**src/rtl/apu_wb_queue_if.sv**
```systemverilog
// Bus bundle between the APU result outputs, apu_wb_queue and the register file APU write port.
// master = the queue's view (accepts results, drives writes); slave = the surrounding environment.
interface apu_wb_queue_if #(
    parameter int data_width    = 32,
    parameter int reg_sel_width = 5
);
    logic                     res_valid;
    logic                     res_ready;
    logic [reg_sel_width-1:0] res_sel;
    logic [data_width-1:0]    res_data;
    logic                     apu_wr_req;
    logic                     apu_ack;
    logic [reg_sel_width-1:0] apu_wr_sel;
    logic [data_width-1:0]    apu_wr_data;

    modport master (
        input  res_valid, res_sel, res_data, apu_ack,
        output res_ready, apu_wr_req, apu_wr_sel, apu_wr_data
    );

    modport slave (
        output res_valid, res_sel, res_data, apu_ack,
        input  res_ready, apu_wr_req, apu_wr_sel, apu_wr_data
    );
endinterface

```
**src/rtl/apu_wb_queue.sv**
```systemverilog
// In-order write-back FIFO from the APU units to the register file APU write port.
// Optional macro APU_WB_PENDING_EN adds pend_mask, the set of registers with queued writes.
module apu_wb_queue #(
    parameter int data_width    = 32,
    parameter int reg_sel_width = 5,
    parameter int depth         = 4
) (
    input  logic                  clk,
    input  logic                  rst,
    apu_wb_queue_if.master        q_if,
    output logic                  busy
`ifdef APU_WB_PENDING_EN
    ,
    output logic [2**reg_sel_width-1:0] pend_mask
`endif
);
    localparam int ptr_w = $clog2(depth);
    localparam logic [ptr_w:0] full_cnt = (ptr_w+1)'(depth);

    localparam logic [1:0] S_IDLE = 2'd0;
    localparam logic [1:0] S_REQ  = 2'd1;
    localparam logic [1:0] S_WAIT = 2'd2;

    logic [1:0]               state_q, state_d;
    logic [ptr_w-1:0]         wr_ptr_q, wr_ptr_d;
    logic [ptr_w-1:0]         rd_ptr_q, rd_ptr_d;
    logic [ptr_w:0]           count_q, count_d;
    logic [reg_sel_width-1:0] sel_mem_q  [depth];
    logic [reg_sel_width-1:0] sel_mem_d  [depth];
    logic [data_width-1:0]    data_mem_q [depth];
    logic [data_width-1:0]    data_mem_d [depth];
    logic                     wr_req_q, wr_req_d;
    logic [reg_sel_width-1:0] wr_sel_q, wr_sel_d;
    logic [data_width-1:0]    wr_data_q, wr_data_d;
    logic                     res_ready;
    logic                     push;
    logic                     pop;

    assign res_ready        = (count_q != full_cnt);
    assign q_if.res_ready   = res_ready;
    assign q_if.apu_wr_req  = wr_req_q;
    assign q_if.apu_wr_sel  = wr_sel_q;
    assign q_if.apu_wr_data = wr_data_q;
    assign busy             = (count_q != '0) || (state_q != S_IDLE);

    // Writes to x0 complete the handshake but are never stored.
    assign push = q_if.res_valid && res_ready && (q_if.res_sel != '0);
    assign pop  = (state_q == S_WAIT) && q_if.apu_ack;

    always_comb begin
        sel_mem_d  = sel_mem_q;
        data_mem_d = data_mem_q;
        wr_ptr_d   = wr_ptr_q;
        rd_ptr_d   = rd_ptr_q;
        count_d    = count_q;
        if (push) begin
            sel_mem_d[wr_ptr_q]  = q_if.res_sel;
            data_mem_d[wr_ptr_q] = q_if.res_data;
            wr_ptr_d             = wr_ptr_q + 1'b1;
        end
        if (pop) begin
            rd_ptr_d = rd_ptr_q + 1'b1;
        end
        case ({push, pop})
            2'b10:   count_d = count_q + 1'b1;
            2'b01:   count_d = count_q - 1'b1;
            default: count_d = count_q;
        endcase
    end

    // The head stays in the FIFO until acked so it remains visible to pend_mask.
    always_comb begin
        state_d   = state_q;
        wr_req_d  = wr_req_q;
        wr_sel_d  = wr_sel_q;
        wr_data_d = wr_data_q;
        case (state_q)
            S_IDLE: begin
                if (count_q != '0) begin
                    wr_req_d  = 1'b1;
                    wr_sel_d  = sel_mem_q[rd_ptr_q];
                    wr_data_d = data_mem_q[rd_ptr_q];
                    state_d   = S_REQ;
                end
            end
            S_REQ: begin
                wr_req_d = 1'b0;
                state_d  = S_WAIT;
            end
            S_WAIT: begin
                if (q_if.apu_ack) begin
                    state_d = S_IDLE;
                end
            end
            default: begin
                wr_req_d = 1'b0;
                state_d  = S_IDLE;
            end
        endcase
    end

    always_ff @(posedge clk or negedge rst) begin
        if (!rst) begin
            state_q   <= S_IDLE;
            wr_ptr_q  <= '0;
            rd_ptr_q  <= '0;
            count_q   <= '0;
            wr_req_q  <= 1'b0;
            wr_sel_q  <= '0;
            wr_data_q <= '0;
            for (int i = 0; i < depth; i++) begin
                sel_mem_q[i]  <= '0;
                data_mem_q[i] <= '0;
            end
        end else begin
            state_q    <= state_d;
            wr_ptr_q   <= wr_ptr_d;
            rd_ptr_q   <= rd_ptr_d;
            count_q    <= count_d;
            wr_req_q   <= wr_req_d;
            wr_sel_q   <= wr_sel_d;
            wr_data_q  <= wr_data_d;
            sel_mem_q  <= sel_mem_d;
            data_mem_q <= data_mem_d;
        end
    end

`ifdef APU_WB_PENDING_EN
    logic [ptr_w-1:0] offs;

    // An entry is live when its distance from the read pointer is below count.
    always_comb begin
        pend_mask = '0;
        offs      = '0;
        for (int i = 0; i < depth; i++) begin
            offs = ptr_w'(i) - rd_ptr_q;
            if ({1'b0, offs} < count_q) begin
                pend_mask[sel_mem_q[i]] = 1'b1;
            end
        end
        pend_mask[0] = 1'b0;
    end
`endif
endmodule

```
**src/flat_wrapper.sv**
```systemverilog
// flat-port wrapper written by rule: the top's interface ports become plain ports
module apu_wb_queue_flat 
#(
    parameter int data_width    = 32,
    parameter int reg_sel_width = 5,
    parameter int depth         = 4
)
  (clk, rst, busy, q_if_res_valid, q_if_res_sel, q_if_res_data, q_if_apu_ack, q_if_res_ready, q_if_apu_wr_req, q_if_apu_wr_sel, q_if_apu_wr_data);
  apu_wb_queue_if #(.data_width(data_width), .reg_sel_width(reg_sel_width)) q_if_i ();
  input  logic clk;
  input  logic rst;
  output logic busy;
  input wire logic [$bits(q_if_i.res_valid)-1:0] q_if_res_valid;
  input wire logic [$bits(q_if_i.res_sel)-1:0] q_if_res_sel;
  input wire logic [$bits(q_if_i.res_data)-1:0] q_if_res_data;
  input wire logic [$bits(q_if_i.apu_ack)-1:0] q_if_apu_ack;
  output wire logic [$bits(q_if_i.res_ready)-1:0] q_if_res_ready;
  output wire logic [$bits(q_if_i.apu_wr_req)-1:0] q_if_apu_wr_req;
  output wire logic [$bits(q_if_i.apu_wr_sel)-1:0] q_if_apu_wr_sel;
  output wire logic [$bits(q_if_i.apu_wr_data)-1:0] q_if_apu_wr_data;
  assign q_if_i.res_valid = q_if_res_valid;
  assign q_if_i.res_sel = q_if_res_sel;
  assign q_if_i.res_data = q_if_res_data;
  assign q_if_i.apu_ack = q_if_apu_ack;
  assign q_if_res_ready = q_if_i.res_ready;
  assign q_if_apu_wr_req = q_if_i.apu_wr_req;
  assign q_if_apu_wr_sel = q_if_i.apu_wr_sel;
  assign q_if_apu_wr_data = q_if_i.apu_wr_data;
  apu_wb_queue #(.data_width(data_width), .reg_sel_width(reg_sel_width), .depth(depth)) u_core (.clk(clk), .rst(rst), .q_if(q_if_i), .busy(busy));
endmodule
```
**config.mk**
```make
export PLATFORM = sky130hd
export DESIGN_NAME = apu_wb_queue_flat
export DESIGN_NICKNAME = d
export VERILOG_FILES = /design/src/rtl/apu_wb_queue_if.sv /design/src/rtl/apu_wb_queue.sv /design/src/flat_wrapper.sv
export SDC_FILE = /design/constraint.sdc
export NUM_CORES = 1
export LEC_CHECK = 0
export CORE_MARGIN = 10
export CORE_UTILIZATION = 57
export CTS_CLUSTER_DIAMETER = 80
export DETAILED_ROUTE_END_ITERATION = 10
export PLACE_DENSITY_LB_ADDON = 0.08
export RECOVER_POWER = 50
export SLEW_MARGIN = 30
export SYNTH_ARGS = -nofsm -noshare
export SYNTH_HDL_FRONTEND = slang
export SYNTH_SLANG_ARGS = --single-unit
```
**constraint.sdc**
```tcl
create_clock -name clk -period 2.6 [get_ports clk]
set_input_delay 0.26 -clock clk [delete_from_list [all_inputs] [get_ports clk]]
set_output_delay 0.26 -clock clk [all_outputs]
set_load 0.01 [all_outputs]
```
==> metrics.md <==
| Metric | Value |
|---|---|
| R2R setup slack | 460 ps |
| Leak | 4.14 nW |
| Total clock buffers created by CTS | 17 |
| Maximum clock rate | 447 MHz |
| Pre-Repair DR Iteration Count | 4 |
| Detailed-route wire length per cell | 20.7 um |
| CTS tree | built |
| Unrepaired setup endpoints after global routing | no |
| CP startpoint | u_core.count_q[0]$_DFFE_PN0P_ |
| Synth-to-Final Area Change | 20.5% |
| Setup bufs post-CTS | 0 |
| Chip Height | 141 um |
| Final instance area | 0.0100 sq mm |
| Max clock buf depth | 2 |
| H-tree depth | 4 |
| Clk_lat worst skew | 420 ps |
| Fin. max-slew vios | 0 |
| Final hold violation count | 0 |
| Total track usage | 17.4% |
| Max Cap Violations | 0 |
| Critical path class | register to primary output |
| Worst min path class | input port to async pin |
| Ports | 81 |
| Port Buffers | 80 |
| # DRC | 0 |
| Final Cycle Share | 86.0% |
| Root buffer cell | clkbuf_16 |
| Initial Util | 57.8% |
| Peak supply drop | 0.735 mV |
| Crit path to | q_if_res_ready |
| Via count | 4435 |
| Worst Tran Pin Value | 1100 ps |
| Tmin final | 2240 ps |
| First-pass GRT wire length | 27500 um |
| Die area | 0.0199 sq mm |
| Critical R2R Launch | u_core.rd_ptr_q[0]$_DFFE_PN0P_ |
| Synthesized area | 0.00833 sq mm |
| Core Footprint | 0.0144 sq mm |
| Synthesized netlist cell count | 483 |
| Avg Inst Size Synth | 17.2 sq um |
| Synth Register Bits | 195 |
| Setup violators final | 0 |
| Worst endpoint data arrival time | 1980 ps |
| Worst hold slack | 421 ps |
| Fillers | 972 |
| Outcome | finished clean |
| Layout Nets | 624 |
| DRT iter0 DRCs | 189 |
| Worst setup SP type | register |
| Slew margin rel. | 26.5% |
| Worst Clk Skew | 9.44 ps |
| Worst EP required | 2340 ps |
| Post-DR vias/cell | 5.72 |
| Clock-pin slew on the worst setup and hold paths | 60 ps |
| Worst setup EP type | primary output |
| DPL Wire Length | 10400 um |
| Syn nets | 530 |
| Row count | 44 |
| Global route total overflow | 0 |
| Die width | 141 um |
| Worst Reg2Reg Path Length in Cells | 3 |
| Fin Setup TNS | 0 ps |
| Yosys Warn Count | 0 |
| Initial antenna violation count | 1 |
| Largest net degree at the start of global routing | 70 |
| Placed Area | 0.00948 sq mm |
| Post-DRT Antenna Nets | 0 |
| Vias in the first global route | 5216 |
| Netlist cell types | 24 |
| Seq/Total Area, Yosys | 58.6% |
| Power per cell area | 1340 mW/mm^2 |
| Layout cell share with drive strength beyond 1 | 47.6% |
| Final wirelength | 16100 um |
| # clock sinks | 195 |
| Final RePlAce weighted congestion | 0.731 |
| R2r endpoint | u_core.q_if.apu_wr_data[30]$_DFFE_PN0P_ |
| Crit-path max FO | 5 |
[what timing repair did]
action | 4_1_cts | 5_1_grt
hold endpoints to repair | 66 | 0
hold buffers | 1 | 0
gates resized for setup | 0 | 0
[cell usage after synthesis, drive strengths merged]
library cell	count	area share [%]
mux4	37	10
clkinv	1	0.045
o21ai	1	0.060
mux2i	1	0.12
inv	6	0.27
clkbuf	5	0.23
ha	5	0.75
and3b	1	0.11
a211o	1	0.12
buf	19	2.0
nor2	2	0.090
a211oi	4	0.60
nor3	1	0.060
mux2	187	25
dfrtp	195	59
nand2b	2	0.15
xor2	2	0.21
nor3b	1	0.15
fa	1	0.24
nand2	6	0.27
nor4	1	0.26
xnor2	4	0.42
[metrics by stage]
| step | cells | utilization (%) | power, mW | worst slack, ps |
|---|---|---|---|---|
| after floorplan | 483 | - | 9.24 | 605 |
| after global placement | 741 | 65.7 | 10.9 | 202 |
| after detailed placement | 741 | 65.7 | 11.1 | 177 |
| after CTS | 774 | 69.8 | 13.7 | 410 |
| after global routing | 775 | 69.6 | 14.3 | 237 |
| final | 775 | 69.6 | 13.4 | 364 |
[worst max-delay path, stage by stage (launching register included)]
cell and delay [ps]:
dfrtp_1 440, nor3b_1 320, buf_4 250, inv_1 70, clkdlybuf4s50_1 480
[cell usage in the layout (no fill, tap or decap), drive strengths merged, types with 2 or more instances in the layout]
cell,instances
a211oi,4
buf,16
clkbuf,25
clkdlybuf4s50,65
clkinv,8
clkinvlp,2
dfrtp,195
dlygate4sd3,15
ha,5
inv,6
mux2,187
mux4,37
nand2,6
nand2b,2
nor2,2
xnor2,4
xor2,2
[sequential cells by signal (all words and copies together) (netlist names)]
register and count:
u_core.data_mem_q 128, u_core.q_if.apu_wr_data 32, u_core.sel_mem_q 20, u_core.q_if.apu_wr_sel 5, u_core.count_q 3, u_core.rd_ptr_q 2, u_core.state_q 2, u_core.wr_ptr_q 2
u_core.q_if.apu_wr_req 1
[cell type report]
class | instances | area [sq um] | area share [%]
flip-flops and latches | 195 | 4880 | 48.6
inverters | 7 | 26.3 | 0.262
repair buffers | 99 | 1060 | 10.5
clock buffers | 22 | 474 | 4.72
clock inverters | 10 | 103 | 1.02
diodes | 1 | 2.50 | 0.0249
multi-input cells | 257 | 3270 | 32.5
well taps | 184 | 230 | 2.29
[how the worst min path moves through the flow]
stage,start,end,slack [ps],depth (start not counted)
after global routing,rst,u_core.q_if.apu_wr_data[12]$_DFFE_PN0P_,470,2
after floorplan,rst,u_core.count_q[0]$_DFFE_PN0P_,-40,0
after detailed placement,rst,u_core.q_if.apu_wr_data[12]$_DFFE_PN0P_,310,1
after CTS,rst,u_core.q_if.apu_wr_data[12]$_DFFE_PN0P_,440,2
after global placement,rst,u_core.data_mem_q[108]$_DFFE_PN0P_,300,1
final,rst,u_core.data_mem_q[108]$_DFFE_PN0P_,420,2
[metal layers]
layer | GRT usage [%] | vias to the layer above | wire, um
li1 | - | 1964 | -
met2 | 28.8 | 77 | 8250
met5 | 0 | - | 0
met4 | 4.24 | 0 | 93
met1 | 22.0 | 2390 | 7030
met3 | 5.04 | 4 | 680
[where the power goes]
group          internal, mW  switching (mW)
registers              4.63           0.925
clock network          1.41            1.10
logic                  3.48            1.89
[logic make-up (layout without fill, tap and decap cells)]
| kind of cell | after synthesis | in the layout | synth area share, % |
|---|---|---|---|
| xor gates and xnor gates | 6 | 6 | 0.631 |
| and+or+nand+nor | 14 | 14 | 1.08 |
| AOI/OAI and AO/OA | 6 | 6 | 0.781 |
| muxes | 225 | 225 | 35.4 |
| other | 0 | 1 | 0 |
| DFF | 195 | 195 | 58.6 |
| buffers and inverters | 31 | 138 | 2.55 |
| adders and majority gates | 6 | 6 | 0.991 |
Power figures use the tool's default switching activity.
